==> src/rtl/general_defines.sv <==
// Shared definitions for the instruction-side front end: PC width,
// prediction queue default depth, the prediction record layout and the
// branch resolve unit state encoding.
package general_defines;

    localparam int INSTR_MEM_IDX_W  = 8;
    localparam int PRED_Q_DEPTH_DEF = 8;

    typedef struct packed {
        logic [INSTR_MEM_IDX_W-1:0] pc;
        logic                       hit;
        logic [INSTR_MEM_IDX_W-1:0] target;
    } pred_entry_t;

    typedef enum logic [0:0] {
        RUN   = 1'b0,
        FLUSH = 1'b1
    } bru_state_t;

endpackage

==> src/rtl/pred_queue.sv <==
// In-flight prediction FIFO. Holds one pred_entry_t per fetched
// control-flow instruction until execute resolves it. A flush empties the
// queue in one edge and wins over a push or pop in the same cycle.
module pred_queue
    import general_defines::*;
#(
    parameter int DEPTH = PRED_Q_DEPTH_DEF
) (
    input  logic        clk,
    input  logic        rst,
    input  logic        push,
    input  pred_entry_t push_data,
    input  logic        pop,
    input  logic        flush,
    output pred_entry_t head_data,
    output logic        full,
    output logic        empty
);

    localparam int PTR_W = $clog2(DEPTH);
    localparam int CNT_W = PTR_W + 1;

    pred_entry_t        mem [DEPTH];
    logic [PTR_W-1:0]   head;
    logic [PTR_W-1:0]   tail;
    logic [CNT_W-1:0]   count;
    logic               push_en;
    logic               pop_en;

    assign full      = (count == CNT_W'(DEPTH));
    assign empty     = (count == '0);
    assign push_en   = push && !full && !flush;
    assign pop_en    = pop && !empty && !flush;
    assign head_data = mem[head];

    // Storage write at the tail; no reset needed since count guards reads.
    always_ff @(posedge clk) begin
        if (push_en) begin
            mem[tail] <= push_data;
        end
    end

    // Pointer and occupancy bookkeeping; pointers wrap at the power-of-two depth.
    always_ff @(posedge clk) begin
        if (rst) begin
            head  <= '0;
            tail  <= '0;
            count <= '0;
        end else if (flush) begin
            head  <= tail;
            count <= '0;
        end else begin
            if (push_en) begin
                tail <= tail + PTR_W'(1);
            end
            if (pop_en) begin
                head <= head + PTR_W'(1);
            end
            case ({push_en, pop_en})
                2'b10:   count <= count + CNT_W'(1);
                2'b01:   count <= count - CNT_W'(1);
                default: count <= count;
            endcase
        end
    end

endmodule

==> src/rtl/branch_resolve_unit.sv <==
// Branch resolve unit: queues fetch-time BTB predictions, compares them
// against execute-time outcomes in program order, redirects fetch on a
// mispredict and writes the BTB.
// Optional macro BRU_UPDATE_FILTER_EN: when defined, taken branches that
// the BTB already predicted with the right target do not rewrite the BTB.
module branch_resolve_unit
    import general_defines::*;
#(
    parameter int PRED_Q_DEPTH = PRED_Q_DEPTH_DEF
) (
    input  logic                       clk,
    input  logic                       rst,
    input  logic                       pred_valid,
    input  logic [INSTR_MEM_IDX_W-1:0] pred_pc,
    input  logic                       pred_hit,
    input  logic [INSTR_MEM_IDX_W-1:0] pred_target,
    output logic                       pred_ready,
    input  logic                       res_valid,
    input  logic                       res_taken,
    input  logic [INSTR_MEM_IDX_W-1:0] res_target,
    output logic                       res_ready,
    output logic                       redirect_valid,
    output logic [INSTR_MEM_IDX_W-1:0] redirect_pc,
    output logic                       update_valid,
    output logic [INSTR_MEM_IDX_W-1:0] update_pc,
    output logic [INSTR_MEM_IDX_W-1:0] update_target,
    output logic [15:0]                mispredict_cnt
);

    bru_state_t                 state;
    pred_entry_t                push_rec;
    pred_entry_t                head_rec;
    logic                       q_full;
    logic                       q_empty;
    logic                       do_push;
    logic                       do_pop;
    logic                       mispredict;
    logic                       do_update;
    logic [INSTR_MEM_IDX_W-1:0] seq_pc;
    logic [INSTR_MEM_IDX_W-1:0] predicted_pc;
    logic [INSTR_MEM_IDX_W-1:0] actual_pc;

    assign push_rec   = '{pc: pred_pc, hit: pred_hit, target: pred_target};
    assign pred_ready = !rst && (state == RUN) && !q_full;
    assign res_ready  = !rst && (state == RUN) && !q_empty;
    assign do_push    = pred_valid && pred_ready;
    assign do_pop     = res_valid && res_ready;

    pred_queue #(
        .DEPTH(PRED_Q_DEPTH)
    ) u_pred_queue (
        .clk      (clk),
        .rst      (rst),
        .push     (do_push),
        .push_data(push_rec),
        .pop      (do_pop),
        .flush    (mispredict),
        .head_data(head_rec),
        .full     (q_full),
        .empty    (q_empty)
    );

    // Compare the oldest prediction with the resolved outcome and decide on redirect/BTB write.
    always_comb begin
        seq_pc       = head_rec.pc + INSTR_MEM_IDX_W'(1);
        predicted_pc = head_rec.hit ? head_rec.target : seq_pc;
        actual_pc    = res_taken ? res_target : seq_pc;
        mispredict   = do_pop && (predicted_pc != actual_pc);
`ifdef BRU_UPDATE_FILTER_EN
        do_update    = do_pop && res_taken &&
                       (!head_rec.hit || (head_rec.target != res_target));
`else
        do_update    = do_pop && res_taken;
`endif
    end

    // RUN/FLUSH sequencing: a mispredicted pop costs exactly one bubble cycle.
    always_ff @(posedge clk) begin
        if (rst) begin
            state <= RUN;
        end else begin
            case (state)
                RUN:     state <= mispredict ? FLUSH : RUN;
                FLUSH:   state <= RUN;
                default: state <= RUN;
            endcase
        end
    end

    // Registered redirect and BTB update pulses plus the saturating mispredict counter.
    always_ff @(posedge clk) begin
        if (rst) begin
            redirect_valid <= 1'b0;
            redirect_pc    <= '0;
            update_valid   <= 1'b0;
            update_pc      <= '0;
            update_target  <= '0;
            mispredict_cnt <= '0;
        end else begin
            redirect_valid <= mispredict;
            update_valid   <= do_update;
            if (mispredict) begin
                redirect_pc <= actual_pc;
                if (mispredict_cnt != 16'hFFFF) begin
                    mispredict_cnt <= mispredict_cnt + 16'd1;
                end
            end
            if (do_update) begin
                update_pc     <= head_rec.pc;
                update_target <= res_target;
            end
        end
    end

endmodule

==> config.mk <==
export PLATFORM = sky130hd
export DESIGN_NAME = branch_resolve_unit
export DESIGN_NICKNAME = d
export VERILOG_FILES = /design/src/rtl/general_defines.sv /design/src/rtl/pred_queue.sv /design/src/rtl/branch_resolve_unit.sv
export SDC_FILE = /design/constraint.sdc
export NUM_CORES = 1
export LEC_CHECK = 0
export ABC_CLOCK_PERIOD_IN_PS = 12200
export CAP_MARGIN = 10
export CELL_PAD_IN_SITES_DETAIL_PLACEMENT = 2
export CELL_PAD_IN_SITES_GLOBAL_PLACEMENT = 2
export CORE_ASPECT_RATIO = 0.6
export CORE_MARGIN = 2
export CORE_UTILIZATION = 44
export DETAILED_ROUTE_END_ITERATION = 12
export GPL_ROUTABILITY_DRIVEN = 0
export PLACE_DENSITY_LB_ADDON = 0.1
export SKIP_CTS_REPAIR_TIMING = 1
export SYNTH_ARGS = -nofsm -noshare
export SYNTH_HDL_FRONTEND = slang
export SYNTH_SLANG_ARGS = --single-unit
==> constraint.sdc <==
create_clock -name clk -period 12.2 [get_ports clk]
set_input_delay 2.44 -clock clk [delete_from_list [all_inputs] [get_ports clk]]
set_output_delay 2.44 -clock clk [all_outputs]
set_load 0.01 [all_outputs]
=== After elaboration in Yosys (flattened, before gate mapping) ===
Memories as Yosys holds them, arrays and structs flattened. A register that Yosys moved wholly into a read port is not among the register bits.
Cells that the tools add are included.

* Flip-flop bits (word level): 53
* Latch bits: 0
* Bits in writable memories: 136
* ROM bits: 0
* Bits of input ports: 30
* Output and inout port bits: 44
* Word-level logic and storage cells: 56
* Memories kept: 1

* Add/subtract/negate cells: 6
* Multipliers: 0
* Divide/modulo/power cells: 0
* Magnitude comparators: 0
* Equality and inequality tests: 5
* Shift operators: 0
* Muxes and demuxes: 11
* Bitwise gates (word level): 2
* Reductions and logical operators: 21

{| class="wikitable"
|+ Memory list
! name !! words !! bits a word !! read ports !! clocked after Yosys merged registers in !! write ports !! RTL line !! RTL
|-
| u_pred_queue.mem || 8 || 17 || 1 || 1 || 1 || pred_queue.sv:23 || <nowiki>pred_entry_t mem [DEPTH];</nowiki>
|}

{| class="wikitable"
|+ Operators by type and width
! operator !! number
|-
| $add 16x1->16 const B || 1
|-
| $mux 8 || 2
|-
| $ne 16x16->1 const B || 1
|-
| $mux 3 || 4
|-
| $logic_and 1x1->1 || 11
|-
| $add 8x1->8 const B || 1
|-
| $ne 8x8->1 || 1
|-
| $pmux 4 s2 || 1
|-
| $add 3x1->3 const B || 2
|-
| $add 4x1->4 const B || 1
|-
| $eq 4x4->1 const B || 1
|-
| $logic_not 1->1 || 4
|-
| $logic_not 4->1 || 1
|-
| $reduce_and 2->1 || 2
|-
| $reduce_bool 2->1 || 2
|-
| $sub 4x1->4 const B || 1
|-
| $mux 1 || 3
|-
| $eq 2x1->1 const B || 1
|-
| $eq 2x2->1 const B || 1
|-
| $not 1->1 || 2
|-
| $pmux 1 s2 || 1
|-
| $reduce_or 2->1 || 1
|}

=== Depth between registers and ports, before layout ===
Gate-level depths: netlist (run 1).

* Depth after elaboration: 11
* Depth in mapped cells: 24
* Depth with buffers taken out: 20

=== Cells and area by module ===
A second synthesis (run 1) with hierarchy kept.

* Cell total of the unflattened synthesis: 597
* Area total of the unflattened synthesis: 8446.9 um^2

{| class="wikitable"
|+ By module, submodules not included
! module !! times used !! cells an instance !! area each (um^2)
|-
| pred_queue || 1 || 279 || 5918.2
|-
| branch_resolve_unit || 1 || 318 || 2528.7
|}

=== Least setup slack after synthesis (run 1) ===
No wires, ideal clock.

* Kind: input port to flip-flop
* From: input res_taken
* To: memory u_pred_queue.mem[6][0] (netlist name) (enable)
* Setup time: 0.441 ns
* Arrival time: 5.838 ns
* Data required time: 11.759 ns
* Path slack: 5.921 ns
* Stages: 9
* Path buffers: 1
* Cell sequence: clkbuf_1 > nand2_2 > nor4_1 > nor4_2 > nor4b_2 > o22a_1 > and3_1 > inv_2 > nor4b_1

* Word-level cells in the longest chain between the ends: 7

{| class="wikitable"
|+ Ends and longest elaborated chain
! item !! RTL line !! RTL
|-
| start: declaration || branch_resolve_unit.sv:19 || <nowiki>input logic res_taken,</nowiki>
|-
| $mux 8 || branch_resolve_unit.sv:67 || <nowiki>actual_pc = res_taken ? res_target : seq_pc;</nowiki>
|-
| $ne 8x8->1 || branch_resolve_unit.sv:68 || <nowiki>mispredict = do_pop && (predicted_pc != actual_pc);</nowiki>
|-
| $logic_and 1x1->1 || branch_resolve_unit.sv:68 ||
|-
| $logic_not 1->1 || pred_queue.sv:32 || <nowiki>assign push_en = push && !full && !flush;</nowiki>
|-
| $logic_and 1x1->1 || pred_queue.sv:32 ||
|-
| $mux 1 || pred_queue.sv:38 || <nowiki>if (push_en) begin</nowiki>
|-
| $mux 1 (implied by the code) || pred_queue.sv:39 || <nowiki>mem[tail] <= push_data;</nowiki>
|-
| end: declaration || pred_queue.sv:23 ||
|}

Every way passes these cells.

=== Worst setup path in the final report (run 1) ===
* From: input rst
* To: output res_ready

* Word-level cells in the longest chain between the ends: 3

{| class="wikitable"
|+ Ends and longest elaborated chain
! item !! RTL line !! RTL
|-
| start: declaration || branch_resolve_unit.sv:12 || <nowiki>input logic rst,</nowiki>
|-
| $logic_not 1->1 || branch_resolve_unit.sv:45 || <nowiki>assign res_ready = !rst && (state == RUN) && !q_empty;</nowiki>
|-
| $logic_and 1x1->1 (2 in a row) || branch_resolve_unit.sv:45 ||
|-
| end: declaration || branch_resolve_unit.sv:21 || <nowiki>output logic res_ready,</nowiki>
|}

Every way passes these cells.

==> results of run 1 <==
==> worst register-to-register path, delay by kind of cell (launching register included) <==
family                   cells  cell delay [ns]
multiplexers                 3             1.32
XOR/XNOR                     4             1.05
AND/OR/NAND/NOR              4             0.95
buffers and inverters        3             0.87
adder cells (fa/ha/maj)      3             0.86
AO/OA/AOI/OAI                3             0.56
flip-flops                   1             0.34
==> registers in the layout, indices dropped and copies added, names as in the netlist, named ones only <==
name                flops
redirect_valid          1
mispredict_cnt         16
redirect_pc             8
state                   1
u_pred_queue.mem      136
u_pred_queue.head       3
update_pc               8
u_pred_queue.count      4
update_target           8
update_valid            1
u_pred_queue.tail       3
==> cells in the mapped netlist (4+ instances only) <==
| cell | instances |
|---|---|
| edfxtp_1 | 136 |
| dfxtp_1 | 56 |
| nand2_1 | 50 |
| nor2_1 | 36 |
| mux4_2 | 27 |
| mux2i_1 | 24 |
| a21oi_1 | 21 |
| nor3_1 | 18 |
| o21ai_0 | 16 |
| nand3_1 | 13 |
| or3_1 | 13 |
| clkbuf_1 | 12 |
| o21ai_1 | 12 |
| xnor2_1 | 12 |
| buf_6 | 11 |
| nand4_1 | 9 |
| a211oi_1 | 8 |
| mux2i_4 | 8 |
| nor2b_1 | 8 |
| ha_1 | 7 |
| xor2_1 | 7 |
| and3_1 | 6 |
| inv_1 | 6 |
| nor4_1 | 6 |
| o211ai_1 | 6 |
| a31o_1 | 5 |
| a22oi_1 | 4 |
| a31oi_1 | 4 |
| nand2b_1 | 4 |
| nor4b_2 | 4 |
| o31ai_1 | 4 |
==> metal layers <==
| metal | part of all wire, % | global-route usage (%) |
|---|---|---|
| met5 | 0 | 0 |
| met4 | 2.0 | 8.78 |
| met3 | 3.3 | 4.86 |
| met2 | 47 | 40.7 |
| met1 | 47 | 36.6 |
==> logic make-up (layout without fill, tap and decap cells) <==
family | after synthesis | count (layout)
flip-flops | 192 | 192
AND/OR/NAND/NOR | 186 | 186
AO/OA/AOI/OAI | 100 | 100
multiplexers | 68 | 68
buffers and inverters | 46 | 130
XOR/XNOR | 22 | 22
adder cells (fa/ha/maj) | 7 | 7
==> placed cells by master, fill, tap and decap left out, types with 9 or more instances in the layout <==
| cell type | instances |
|---|---|
| nand2_1 | 50 |
| o21ai_1 | 12 |
| dfxtp_1 | 53 |
| nand3_1 | 13 |
| a21oi_1 | 21 |
| buf_4 | 14 |
| edfxtp_1 | 136 |
| or3_1 | 13 |
| nor3_1 | 16 |
| xnor2_1 | 12 |
| mux2i_1 | 24 |
| clkbuf_16 | 17 |
| clkdlybuf4s50_1 | 73 |
| o21ai_0 | 16 |
| nor2_1 | 36 |
| nand4_1 | 9 |
| mux4_2 | 27 |
==> path summary, 6_finish.rpt <==
path | end | slack [ns] | from
worst max-delay path | res_ready | 5.60 | rst
worst min-delay path | redirect_pc[5] | 0.46 | redirect_pc[5]
worst max register to register | u_pred_queue.count[2] | 6.15 | register
worst min register to register | redirect_pc[5] | 0.46 | redirect_pc[5]
==> per-stage QoR <==
| step | worst slack, ns | hold WS, ns |
|---|---|---|
| 3_3_place_gp | 5.73 | 0.449 |
| 2_1_floorplan | 5.92 | 0.473 |
| 5_1_grt | 5.54 | 0.498 |
| 4_1_cts | 5.61 | 0.463 |
| 3_5_place_dp | 5.65 | 0.453 |
| 6_report | 5.60 | 0.457 |
==> where the power goes <==
part,internal (W),switching [W],leakage (nW),total (W)
clock,0.000385,0.000260,0.322,0.000644
combinational,0.0000738,0.000111,1.27,0.000184
sequential,0.000714,0.0000122,1.68,0.000727
total,0.00117,0.000382,3.27,0.00156
==> cell type report <==
| class | count | area, um^2 | area share [%] |
|---|---|---|---|
| Clock inverter | 14 | 234 | 2.27 |
| Sequential cell | 192 | 5210 | 50.5 |
| Clock buffer | 18 | 429 | 4.16 |
| Multi-Input combinational cell | 383 | 3230 | 31.3 |
| Inverter | 11 | 41.3 | 0.400 |
| Tap cell | 266 | 333 | 3.23 |
| Timing Repair Buffer | 87 | 836 | 8.11 |
==> results.md, run 1 <==
- Outcome: finished, final reports clean
- Main combinational cell family by area after synthesis: multiplexers
- Die width: ~190 um
- Diode count: 0
- Pin count of the biggest net entering global routing: 40
- Synth Area per Inst: 14.0 um^2
- Crit path max-delay cell type: clkdlybuf4s50_1
- Yosys cell types: 76
- Detailed Routing Iterations Pass 1: 4
- Adder-Cell Fraction of Synth Area: 1.01%
- DRC: 0
- Hold depth: 2
- PwrDens: 151 nW/um^2
- Vias per cell: 5.94
- Dpl cells: 939
- Critical path class: in -> out
- Dpl hpwl: 17100 um
- Worst min path class: reg -> reg
- Later-pin clock latency in the skew report: 0.46 ns
- Compound-Gate Fraction of Synth Area: 7.79%
- CTS tree: yes
- Synth Area in Simple Gates: between 10% and 20%
- CP dominant cell by count: clkdlybuf4s50_1
- CP cell instances: clkdlybuf4s50_1, buf_4, nor3_1, clkdlybuf4s50_1
- Family with the most delay on the worst path: buffers and inverters
- Synthesis Warnings: 0
- Starting Density: between 40% and 50%
- Cell Area, Placed: between 9000 and 10000 um^2
- Cells after Synth: 621
- Reg2Reg Depth: 20
- PortBufs: 73
- Total gr overflow: 0
- Layout fillers: 1776
- Final setup violation count: 0
- Top-area cell type share of the netlist area: 47.0%
- RSZ-0062 raised after global routing: false
- Iteration-0 DRC Markers: 442
- Post-synth top area cell: edfxtp_1
- Initial antenna violation count: 0
- Max_cap viols: 0
- Total power: 0.00156 W
- Sequential area share after synthesis: 59.9%
- Mapped Area: around 8700 um^2
- Number of global-route vias before repair: 6298
- Crit path max fanout: 39
- I/O pin count: 74
- Core Util, Final: 53.8%
- Area delta synth->final: 18.7%
- Post-route cell area: 10300 um^2
- Startpoint type of the worst setup path: input port
- Layout cells sized above 1: between 10% and 20%
- Fin cells: 971
- VDD IR max: 0.000101 V
- Clock Tree Buf Depth: 2
- Synth Register Bits: 192
- # rows: 39
- Critical Path Sink Type: primary output
- Clk sinks: 192
- Period utilisation layout: 54.1%
- Fin. max-slew vios: 0
- Setup Skew: approximately 0.014 ns
- First-pass GRT wire length: ~39000 um
- Post-synth EDFFs: 136
- DRT Wirelength: about 26000 um
- Hold Vio Cnt, Final: 0
- Total CTS buffers: 17
- Die height: 113 um
- Via count: 5768
- Setup TNS: 0 ns
- Post-Synth XOR/XNOR Area: 2.55%
- Async S/R FF share, synth: 0%
- Worst-Margin Slew: approximately 1.0 ns
- Relative slew slack: 32.9%
- CP Data Required Time: roughly 9.8 ns
- Clock root buffer: clkbuf_16
- Worst Path Arrival: about 4.2 ns
- Max stage delay on crit path: 0.62 ns
- Die area: 20900 um^2
- Net Count, Synth: 658
- Main flop type after synthesis: edfxtp_1
- Routed wire per std cell: 26.4 um
- Area contributors post-synth: edfxtp_1 47%, dfxtp_1 13%, mux4_2 7.0%, mux2i_1 2.8%, nand2_1 2.2%
- Placeable Area: between 15000 and 20000 um^2
- Leak Pwr: 3.27 nW
- Critical Path Stages: 4
- Minimum clock period: about 6.6 ns
- Worst path buffer plus inverter count: 3
- Antenna violation net count after detailed routing: 0
- Nets: 729
- GR Util All Layers: 25.9%
- Max frequency: ~150 MHz
- Multiplexer share of the synthesized area: 13.6%
- Worst-path clk slew: 0.07 ns
- H-tree Lvls: 4
No activity file was read; power rests on OpenSTA's default activity.
==> run 2, diff against run 1 <==
Settings changed: ABC_CLOCK_PERIOD_IN_PS 12200 to 5400, CORE_UTILIZATION 44 to 37.
Clock period 12.2 ns to 5.4 ns, I/O delays scaled along.
==> run 2 against run 1 <==
  * Power increased by 110%
  * Sequential power is 130% higher
  * First-iteration DRC count is 12% lower
  * Via count shrank 3.3%
  * Clock skew decreased by 0.0029 ns
  * Hold slack better by 0.0095 ns
  * Core utilization is 9.2 points lower
  * Global-route usage is 5.6 points lower
  * Combinational power is 120% higher
  * Critical path depth is 14 higher
  * Setup slack lost 5.3 ns
==> results.md, run 2 (synthesis gave the netlist of run 1 again) <==
- Number of global-route vias before repair: 6094 (-3.2%)
- Fin cells: 1027 (+5.8%)
- Period utilisation layout: 94.0%
- Crit path max fanout: 12 (-69%)
- Hold Path Origin: update_target[2]
- Biggest regs: u_pred_queue.mem: 136 flops, mispredict_cnt: 16 flops
- Biggest register: u_pred_queue.mem
- Pin count of the biggest net entering global routing: 38 (-5.0%)
- PwrDens: 310 nW/um^2 (+110%)
- GR Util All Layers: 20.3% (-5.6 points)
- Die height: 123 um (+8.7%)
- Iteration-0 DRC Markers: 391 (-12%)
- Worst-Margin Slew: 0.977 ns (-0.0294 ns)
- Die area: 24800 um^2 (+18%)
- CTS tree: yes
- Largest register FFs: 136 (unchanged)
- VDD IR max: 0.000210 V (+110%)
- Setup TNS: 0 ns (unchanged)
- Clk sinks: 192 (unchanged)
- Most frequent cells in the layout: 136 x edfxtp_1, 73 x clkdlybuf4s50_1, 53 x dfxtp_1
- Final setup violation count: 0 (unchanged)
- Detailed Routing Iterations Pass 1: 4 (unchanged)
- PortBufs: 73 (unchanged)
- Later-pin clock latency in the skew report: 0.44 ns (-0.02 ns)
- Clock Tree Buf Depth: 2 (unchanged)
- Antenna violation net count after detailed routing: 0 (unchanged)
- Initial antenna violation count: 0 (unchanged)
- H-tree Lvls: 4 (unchanged)
- Total CTS buffers: 17 (unchanged)
- Die width: 202 um (+8.9%)
- Relative slew slack: 34.8% (+2.0 points)
- Layout cells sized above 1: 16.7% (+0.83 points)
- Commonest non-fill, non-tap cell in the layout: edfxtp_1
- Leak Pwr: 3.23 nW (-1.2%)
- Hold Slack: 0.467 ns (+0.00952 ns)
- DRC: 0 (unchanged)
- I/O pin count: 74 (unchanged)
- FF-to-FF setup slack: 0.32 ns (-5.83 ns)
- Total gr overflow: 0 (unchanged)
- CP endpoint: u_pred_queue.count[2]
- RSZ-0062 raised after global routing: false
- Area delta synth->final: 18.5%
- Nets: 736 (+0.96%)
- CP Data Required Time: 5.70 ns (-4.06 ns)
- Starting Density: 37.6% (-7.7 points)
- Via count: 5576 (-3.3%)
- Setup Skew: 0.0111 ns (-0.00286 ns)
- # rows: 43 (+10%)
- Dpl hpwl: 16700 um (-2.7%)
- First-pass GRT wire length: 36900 um (-5.9%)
- Placeable Area: 23100 um^2 (+20%)
- Hold Vio Cnt, Final: 0 (unchanged)
- Startpoint type of the worst setup path: register
- Core Util, Final: 44.6% (-9.2 points)
- Worst-path clk slew: 0.07 ns (about the same)
- Reg2Reg Depth: 18 (-10%)
- Worst R2R End: u_pred_queue.count[2]
- Clock root buffer: clkbuf_16
- Routed wire per std cell: 23.4 um (-11%)
- Dpl cells: 994 (+5.9%)
- Critical path class: reg -> reg
- Max_cap viols: 0 (unchanged)
- Diode count: 0 (unchanged)
- Worst min path class: reg -> reg
- DRT Wirelength: 24000 um (-6.2%)
- Minimum clock period: 5.08 ns
- Outcome: finished, final reports clean
- Hold depth: 2 (unchanged)
- Fin. max-slew vios: 0 (unchanged)
- Vias per cell: 5.43 (-8.6%)
- Total power: 0.00319 W (+110%)
- Worst Path Arrival: 5.38 ns (+1.22 ns)
- Critical Path Sink Type: register
- Max frequency: 197 MHz
## run 2: changes by cell type in the layout (fill, tap and decap cells not counted), sizes merged
cell	before	now
clkinvlp	1	3
buf	14	21
inv	12	10
clkinv	6	10
bufinv	6	0
clkbuf	18	20
## run 2: critical path, stage by stage, from the launching register on
cell     delay (ns)
dfxtp_4        0.47
buf_4          0.27
mux4_2         0.56
mux2i_4        0.46
or3_4          0.28
nor3_1         0.08
nor4_2         0.33
o21ai_1        0.22
o41ai_2        0.52
and3_4         0.31
inv_2          0.15
ha_1           0.31
xor2_1         0.16
ha_1           0.20
a21oi_1        0.16
xor2_1         0.19
nor2_1         0.08
xnor2_1        0.14
nor3_1         0.06
## run 2: where the power goes
group	total (W)	leakage, nW	internal [W]	switching (W)
sequential	0.00164	1.68	0.00161	0.0000289
clock	0.00114	0.240	0.000581	0.000554
combinational	0.000413	1.31	0.000175	0.000239
## run 2: final cells by class
class                   instances  area, um^2
clock inverters                12        68.8
fillers                      2266       12800
clock buffers                  20         437
inverters                      11        41.3
repair buffers                 94         888
multi-input cells             383        3250
well taps                     315         394
flip-flops and latches        192        5210
## run 2: through the flow
stage	setup WS, ns	cell area (um^2)
final	0.322	10300
after global routing	0.102	10300
after floorplan	0.0105	8690
after global placement	0.222	9750
after detailed placement	0.124	9750
after CTS	0.0471	10300
## run 2: routing by layer
layer / vias up / global-route usage [%] / share of wire (%) / wire length [um]
li1: 2543 / - / - / -
met1: 2938 / 29.2 / 49 / 11800
met2: 83 / 32.2 / 46 / 11100
met3: 12 / 3.66 / 4.0 / 963
met4: 0 / 4.83 / 0.75 / 180
met5: - / 0 / 0 / 0
## run 2: how the worst min path moves through the flow
stage                       end  slack (ns)
6_report       update_target[2]        0.47
4_1_cts        update_target[2]        0.47
3_3_place_gp   update_target[3]        0.45
5_1_grt          redirect_pc[7]        0.50
3_5_place_dp     redirect_pc[7]        0.47
2_1_floorplan    redirect_pc[5]        0.47
